[config.mk]
export PLATFORM = sky130hd
export DESIGN_NAME = umich_rr_select_stage
export DESIGN_NICKNAME = d
export VERILOG_FILES = /design/src/rtl/umich_pkg.sv /design/src/rtl/umich_rr_pick.sv /design/src/rtl/umich_rr_select_stage.sv
export SDC_FILE = /design/constraint.sdc
export NUM_CORES = 1
export LEC_CHECK = 0
export BUFFER_PORTS_ARGS = -buffer_cell sky130_fd_sc_hd__buf_2
export CAP_MARGIN = 20
export CELL_PAD_IN_SITES_DETAIL_PLACEMENT = 1
export CELL_PAD_IN_SITES_GLOBAL_PLACEMENT = 2
export CORE_ASPECT_RATIO = 0.7
export CORE_MARGIN = 10
export CORE_UTILIZATION = 28
export CTS_CLUSTER_DIAMETER = 40
export DETAILED_ROUTE_END_ITERATION = 8
export PLACE_DENSITY = 0.85
export SLEW_MARGIN = 25
export SYNTH_ARGS = -nofsm -noshare
export SYNTH_HDL_FRONTEND = slang
export SYNTH_SLANG_ARGS = --single-unit
[constraint.sdc]
create_clock -name clocked_on -period 6.15 [get_ports clocked_on]
set_input_delay 0.9225 -clock clocked_on [delete_from_list [all_inputs] [get_ports clocked_on]]
set_output_delay 0.9225 -clock clocked_on [all_outputs]
set_load 0.05 [all_outputs]
[src/rtl/umich_pkg.sv]
// Shared types and helpers for the round-robin select stage.
// Holds the output state enum, pointer width helper and one-hot encoder.
package umich_pkg;

  typedef enum logic {
    EMPTY = 1'b0,
    FULL  = 1'b1
  } state_t;

  localparam int MAX_N = 32;

  function automatic int ptr_w(input int n);
    return (n > 1) ? $clog2(n) : 1;
  endfunction

  function automatic logic [MAX_N-1:0] onehot(
    input int idx,
    input int n
  );
    return (idx >= 0 && idx < n) ? (MAX_N'(1) << idx) : '0;
  endfunction

endpackage

[src/rtl/umich_rr_pick.sv]
// Combinational rotating-priority picker.
// Scans req from ptr upward with wrap; out-of-range ptr codes act as 0.
module umich_rr_pick
  import umich_pkg::*;
#(
  parameter int N     = 5,
  parameter int PTR_W = 3
) (
  input  logic [N-1:0]     req,
  input  logic [PTR_W-1:0] ptr,
  output logic [PTR_W-1:0] win,
  output logic             any
);

  localparam logic [PTR_W:0] NV = (PTR_W+1)'(N);

  logic [PTR_W-1:0] w_p;
  logic [2*N-1:0]   w_dbl;
  logic [N-1:0]     w_rot;
  logic [PTR_W-1:0] w_pos [N+1];
  logic [PTR_W:0]   w_sum;

  assign w_p   = ({1'b0, ptr} < NV) ? ptr : '0;
  assign w_dbl = {req, req};
  assign w_rot = N'(w_dbl >> w_p);

  // Chain from the top so the lowest rotated offset wins.
  assign w_pos[N] = '0;
  for (genvar k = 0; k < N; k++) begin : g_pos
    assign w_pos[k] = w_rot[k] ? PTR_W'(k) : w_pos[k+1];
  end

  assign w_sum = {1'b0, w_p} + {1'b0, w_pos[0]};
  assign win   = (w_sum >= NV) ? PTR_W'(w_sum - NV)
                               : PTR_W'(w_sum);
  assign any   = |req;

endmodule

[src/rtl/umich_rr_select_stage.sv]
// Registered round-robin select stage feeding the select cells.
// Captures the winner word and its one-hot CONTROL vector each transfer.
module umich_rr_select_stage
  import umich_pkg::*;
#(
  parameter int N = 5,
  parameter int W = 8
) (
  input  logic           clocked_on,
  input  logic           synch_clear,
  input  logic [N-1:0]   req,
  input  logic [N*W-1:0] data_in,
  output logic [N-1:0]   grant,
  output logic           out_valid,
  output logic [W-1:0]   out_data,
  output logic [N-1:0]   out_sel,
  input  logic           out_ready
);

  localparam int PTR_W = ptr_w(N);
  localparam logic [PTR_W-1:0] LAST = PTR_W'(N-1);

  state_t           r_state;
  logic [W-1:0]     r_data;
  logic [N-1:0]     r_sel;
  logic [PTR_W-1:0] r_ptr;

  logic [PTR_W-1:0] w_win;
  logic             w_any;
  logic             w_load;
  logic             w_take;
  logic [N-1:0]     w_oh;
  logic [W-1:0]     w_acc [N+1];

  umich_rr_pick #(
    .N     (N),
    .PTR_W (PTR_W)
  ) u_pick (
    .req (req),
    .ptr (r_ptr),
    .win (w_win),
    .any (w_any)
  );

  assign w_oh   = N'(onehot(int'(w_win), N));
  assign w_load = (r_state == EMPTY) | out_ready;
  assign w_take = w_load & w_any & ~synch_clear;
  assign grant  = w_take ? w_oh : '0;

  // AND-OR slice mux keyed by the one-hot winner.
  assign w_acc[0] = '0;
  for (genvar i = 0; i < N; i++) begin : g_mux
    assign w_acc[i+1] = w_acc[i] |
      (data_in[i*W +: W] & {W{w_oh[i]}});
  end

  always_ff @(posedge clocked_on) begin
    if (synch_clear) begin
      r_state <= EMPTY;
      r_data  <= '0;
      r_sel   <= '0;
      r_ptr   <= '0;
    end else if (w_load) begin
      if (w_any) begin
        r_state <= FULL;
        r_data  <= w_acc[N];
        r_sel   <= w_oh;
        r_ptr   <= (w_win == LAST) ? '0 : w_win + 1'b1;
      end else begin
        r_state <= EMPTY;
        r_sel   <= '0;
      end
    end
  end

  assign out_valid = (r_state == FULL);
  assign out_data  = r_data;
  assign out_sel   = r_sel;

endmodule

==> impl.org <==
** Cells and area
- Of the cells placed in the final design, the portion with a size suffix greater than 1 is 37.58%.
- Fin area :: roughly 0.0025 mm^2
- Area of the multi-input gates :: around 0.0015 mm^2
- Fill count :: between 800 and 900
- Storage cell area :: 340.3 um^2
- Post-layout net count :: between 300 and 400
- Number of inserted diodes :: 0
- Final standard cell count with taps included and fillers excluded :: approximately 410
- From synthesis to final layout, the design area changed by 29.96%.

** Floorplanning
- In this run the vertical extent of the chip is about 90 um.
- During I/O placement, the number of pins put on the boundary was 67.
- Total Die Area :: about 0.011 mm^2
- The core region is ~0.0068 mm^2.
- The die is between 100 and 150 um wide.
- Placement Rows :: 25
- The initial utilization of the core area, before any placement, comes to between 20% and 30%.

** Yosys
- The commonest cells after synthesis are 19 x sky130_fd_sc_hd__nand2_1, 17 x sky130_fd_sc_hd__dfxtp_1, 16 x sky130_fd_sc_hd__nor2_1.
- FF+latch count, synth :: 17
- Ranked by total cell area, the synthesized netlist is headed by sky130_fd_sc_hd__dfxtp_1 17%, sky130_fd_sc_hd__a32oi_1 4.9%, sky130_fd_sc_hd__a221oi_1 4.5%.
- Number of distinct library cell variants in the gate-level netlist after synthesis :: between 60 and 70
- The number of nets in the synthesized netlist is 300.
- Netlist area before placement :: just under 0.002 mm^2
- The largest total area in the synthesized netlist belongs to sky130_fd_sc_hd__dfxtp_1.
- Yosys top cell area share :: between 10% and 20%
- Of all flip-flops after synthesis, the portion carrying an async set or reset was 0%.
- Post-synthesis cell count :: ~240
- The synthesized design contains 0 enable-type register cells.
- Most used DFF post-synth :: sky130_fd_sc_hd__dfxtp_1
- Cell with the most instances after synthesis :: sky130_fd_sc_hd__nand2_1
- After synthesis, the mean cell area works out to roughly 8.0 um^2.
- Yosys Warn Count :: 0
- Sequential-to-total area share from yosys stat :: roughly 17%

** Route
- The final route contains between 2,000 and 2,500 vias.
- The detailed router finished its first iteration with 185 violations.
- Met3 WL :: 471 um
- Routed signal wires occupy layers up through met4.
- Final routed wirelength across all metal layers :: 7571 um
- Pre-Repair DR Iteration Count :: 4
- For this run, design rule violations remaining after detail routing come to 0.
- WL met1 :: about 3700 um
- In the routed layout, each cell is associated on average with a via count of 5.571.
- Routed len/inst :: roughly 19 um
- After detailed routing, the met2 layer carries 3400 um of wire.
- Post-detailed-route count of antenna-violating nets :: 0

** Global routing
- In the global route stage, overall resource usage came out at 13.34%.
- Overflow after GRT :: 0
- First-pass GRT wire length :: about 12,000 um
- Entering global routing, the biggest net connects 17 pins.
- Via count of the first global-routing pass :: ~2,400
- The number of antenna violations at the first check in global routing was 0.

** Critical path
- Along the worst path, the maximum fanout reaches 9.
- Data on the critical path is required at its endpoint by ~5.2 ns.
- CP endpoint kind :: output pin
- In this run the critical register-to-register path is launched from r_ptr[2].
- The worst register-to-register path ends at out_data[6].
- In this run the register-to-register setup slack is between 1 and 1.5 ns.
- Launching element type of the critical path :: primary input
- For the worst flop-to-flop path, the logic depth is 21.
- The critical path in this run is classified as primary input to output pin.
- Data on the critical path arrives at its endpoint at between 4 and 5 ns.

** STA
- Setup violations remaining at the end of the flow were counted as 0.
- On the final layout, the worst clock skew is approximately 0.00084 ns.
- The routed design could run at a clock period as short as roughly 6 ns.
- Post-route setup TNS :: 0 ns
- The final critical path takes up 96.17% of the cycle.
- Setup slack closes at ~0.24 ns.
- Achievable Freq :: between 150 and 200 MHz
- Final Slew Violations :: 0
- At the pin with the least slew margin, the transition time is between 0.8 and 0.9 ns.
- Max-Slew Margin vs Limit :: approximately 42%
- The number of hold violations in the final report was 0.

** Place
- The congestion estimate from routability-driven global placement came to 0.8528.
- The wire-length estimate of the detail-placed layout is 6165 um.
- At the placement stage, the worst setup path has a slack of between 0.03 and 0.04 ns.
- Port Buffer Count :: 66
- Once placement finished, the instance area stood at roughly 0.0024 mm^2.
- After detailed placement, the design holds a cell count of approximately 400.

** Clock tree
- Clock transition at the registers of the reported paths :: 0.07 ns
- Post-CTS setup repair buffer count :: 0
- TritonCTS clock tree :: done
- The clock reaches the later pin of the worst-skew pair after ~0.25 ns.
- The tree is rooted in a sky130_fd_sc_hd__clkbuf_8.
- After clock tree synthesis, the flow added hold-fix buffers numbering 0.
- Number of H-tree branching levels :: 1
- Number of buffers created by CTS :: 3
- Clock tree synthesis found a total of 17 sinks.
- CTS max path bufs :: 2

** Power
- The internal power of the cells totals slightly below 800 uW.
- Combinational group share of total power :: between 80 and 90%
- For this design the total switching power over the nets is 1062 uW.
- Power density over the cells :: 723.9 mW/mm^2
- Switching power as a share of total power :: roughly 58%
- Power share of the sequential group :: 10.2%
- For this design the static power due to leakage is between 0.001 and 0.0015 uW.
- The worst-case IR drop observed on VDD is 253.7 uV.
- Share of power burned in the clock network :: 4.7%

** Outcome
- Run status :: finished clean

** Worst hold path
- Hold Path Class :: flip-flop to flip-flop
- Worst Hold Launch :: out_sel[2]
- Along the worst hold path, the cell count comes to 2.
- Endpoint of the worst hold-timing path :: out_sel[2]

** Job
- Max-capacitance violation count :: 0
-- worst max-delay path, stage by stage --
cell and delay (ns):
sky130_fd_sc_hd__buf_2 0.15, sky130_fd_sc_hd__mux2_4 0.28, sky130_fd_sc_hd__a211o_1 0.33, sky130_fd_sc_hd__a31oi_2 0.22, sky130_fd_sc_hd__o21ai_2 0.12, sky130_fd_sc_hd__nand2_2 0.12, sky130_fd_sc_hd__nor2_1 0.06, sky130_fd_sc_hd__fa_2 0.59
sky130_fd_sc_hd__inv_2 0.09, sky130_fd_sc_hd__ha_1 0.20, sky130_fd_sc_hd__nor2b_2 0.18, sky130_fd_sc_hd__o21ai_2 0.22, sky130_fd_sc_hd__nor2_2 0.11, sky130_fd_sc_hd__a211oi_1 0.21, sky130_fd_sc_hd__nor3_1 0.09, sky130_fd_sc_hd__or2_2 0.31
sky130_fd_sc_hd__inv_1 0.06, sky130_fd_sc_hd__ha_1 0.14, sky130_fd_sc_hd__ha_1 0.17, sky130_fd_sc_hd__nand2_1 0.09, sky130_fd_sc_hd__nor2_2 0.13, sky130_fd_sc_hd__buf_4 0.21
-- state kept, by name, indices dropped and copies added (netlist names) --
signal and cells:
out_valid 1, r_ptr 3, out_sel 5, out_data 8
-- cells in the final DEF (no fill, tap or decap), types with 7 or more instances in the layout --
cell / n
sky130_fd_sc_hd__ha_1: 7
sky130_fd_sc_hd__dfxtp_1: 17
sky130_fd_sc_hd__a32oi_1: 11
sky130_fd_sc_hd__and3_1: 9
sky130_fd_sc_hd__a221oi_1: 9
sky130_fd_sc_hd__o21bai_1: 9
sky130_fd_sc_hd__buf_4: 18
sky130_fd_sc_hd__nand2_1: 19
sky130_fd_sc_hd__a31oi_1: 8
sky130_fd_sc_hd__nor2_1: 13
sky130_fd_sc_hd__nand3_1: 11
sky130_fd_sc_hd__a21oi_1: 8
sky130_fd_sc_hd__buf_2: 64
-- cells by family (layout without fill, tap and decap cells) --
kind of cell | Yosys count | after routing | share of synthesized area [%]
multiplexers | 9 | 9 | 5.644
AO/OA/AOI/OAI | 93 | 93 | 39.83
flip-flops | 17 | 17 | 17.45
AND/OR/NAND/NOR | 90 | 90 | 24.31
XOR/XNOR | 2 | 2 | 1.283
buffers and inverters | 25 | 95 | 5.965
adder cells (fa/ha/maj) | 8 | 8 | 5.516
-- worst max path at each step --
stage	from	slack, ns	endpoint	depth (start not counted)
after floorplan	req[1]	0.006	grant[3]	21
after global placement	req[1]	0.21	grant[3]	21
after detailed placement	req[1]	0.03	grant[3]	21
after CTS	req[1]	0.02	grant[0]	19
after global routing	req[1]	-0.04	grant[3]	22
final	req[1]	0.24	grant[3]	22
-- stage by stage --
step / hold slack (ns) / total power (uW) / util [%]
after floorplan: 0.5993 / 1230 / -
after global placement: 0.4306 / 1663 / 36.19
after detailed placement: 0.4498 / 1681 / 36.19
after CTS: 0.4621 / 1784 / 36.91
after global routing: 0.4728 / 1978 / 37.52
final: 0.4553 / 1835 / 37.52
-- what timing repair did --
item / CTS / global route
resized for setup: 1 / 12
endpoints found under the setup margin: 1 / 5
gates cloned: 0 / 0
-- cell type report --
class	count	area share, %
Multi-Input combinational cell	202	60.66
Clock buffer	3	1.629
Clock inverter	1	0.1974
Sequential cell	17	13.43
Timing Repair Buffer	83	18.26
Tap cell	94	4.640
Inverter	8	1.185
-- power groups by stage --
stage / logic [uW] / clock network (uW) / registers, uW
floorplan: 948 / 0 / 282
global placement: 1480 / 0 / 185
detailed placement: 1490 / 0 / 188
CTS: 1510 / 88.1 / 186
global route: 1690 / 91.9 / 192
finish: 1560 / 85.4 / 186
-- per-layer routing --
layer	vias to the layer above	GRT usage, %
met1	1110	18.66
met5	-	0
met2	71	20.80
li1	1090	-
met3	2	2.686
met4	0	2.004
Power figures use the tool's default switching activity.
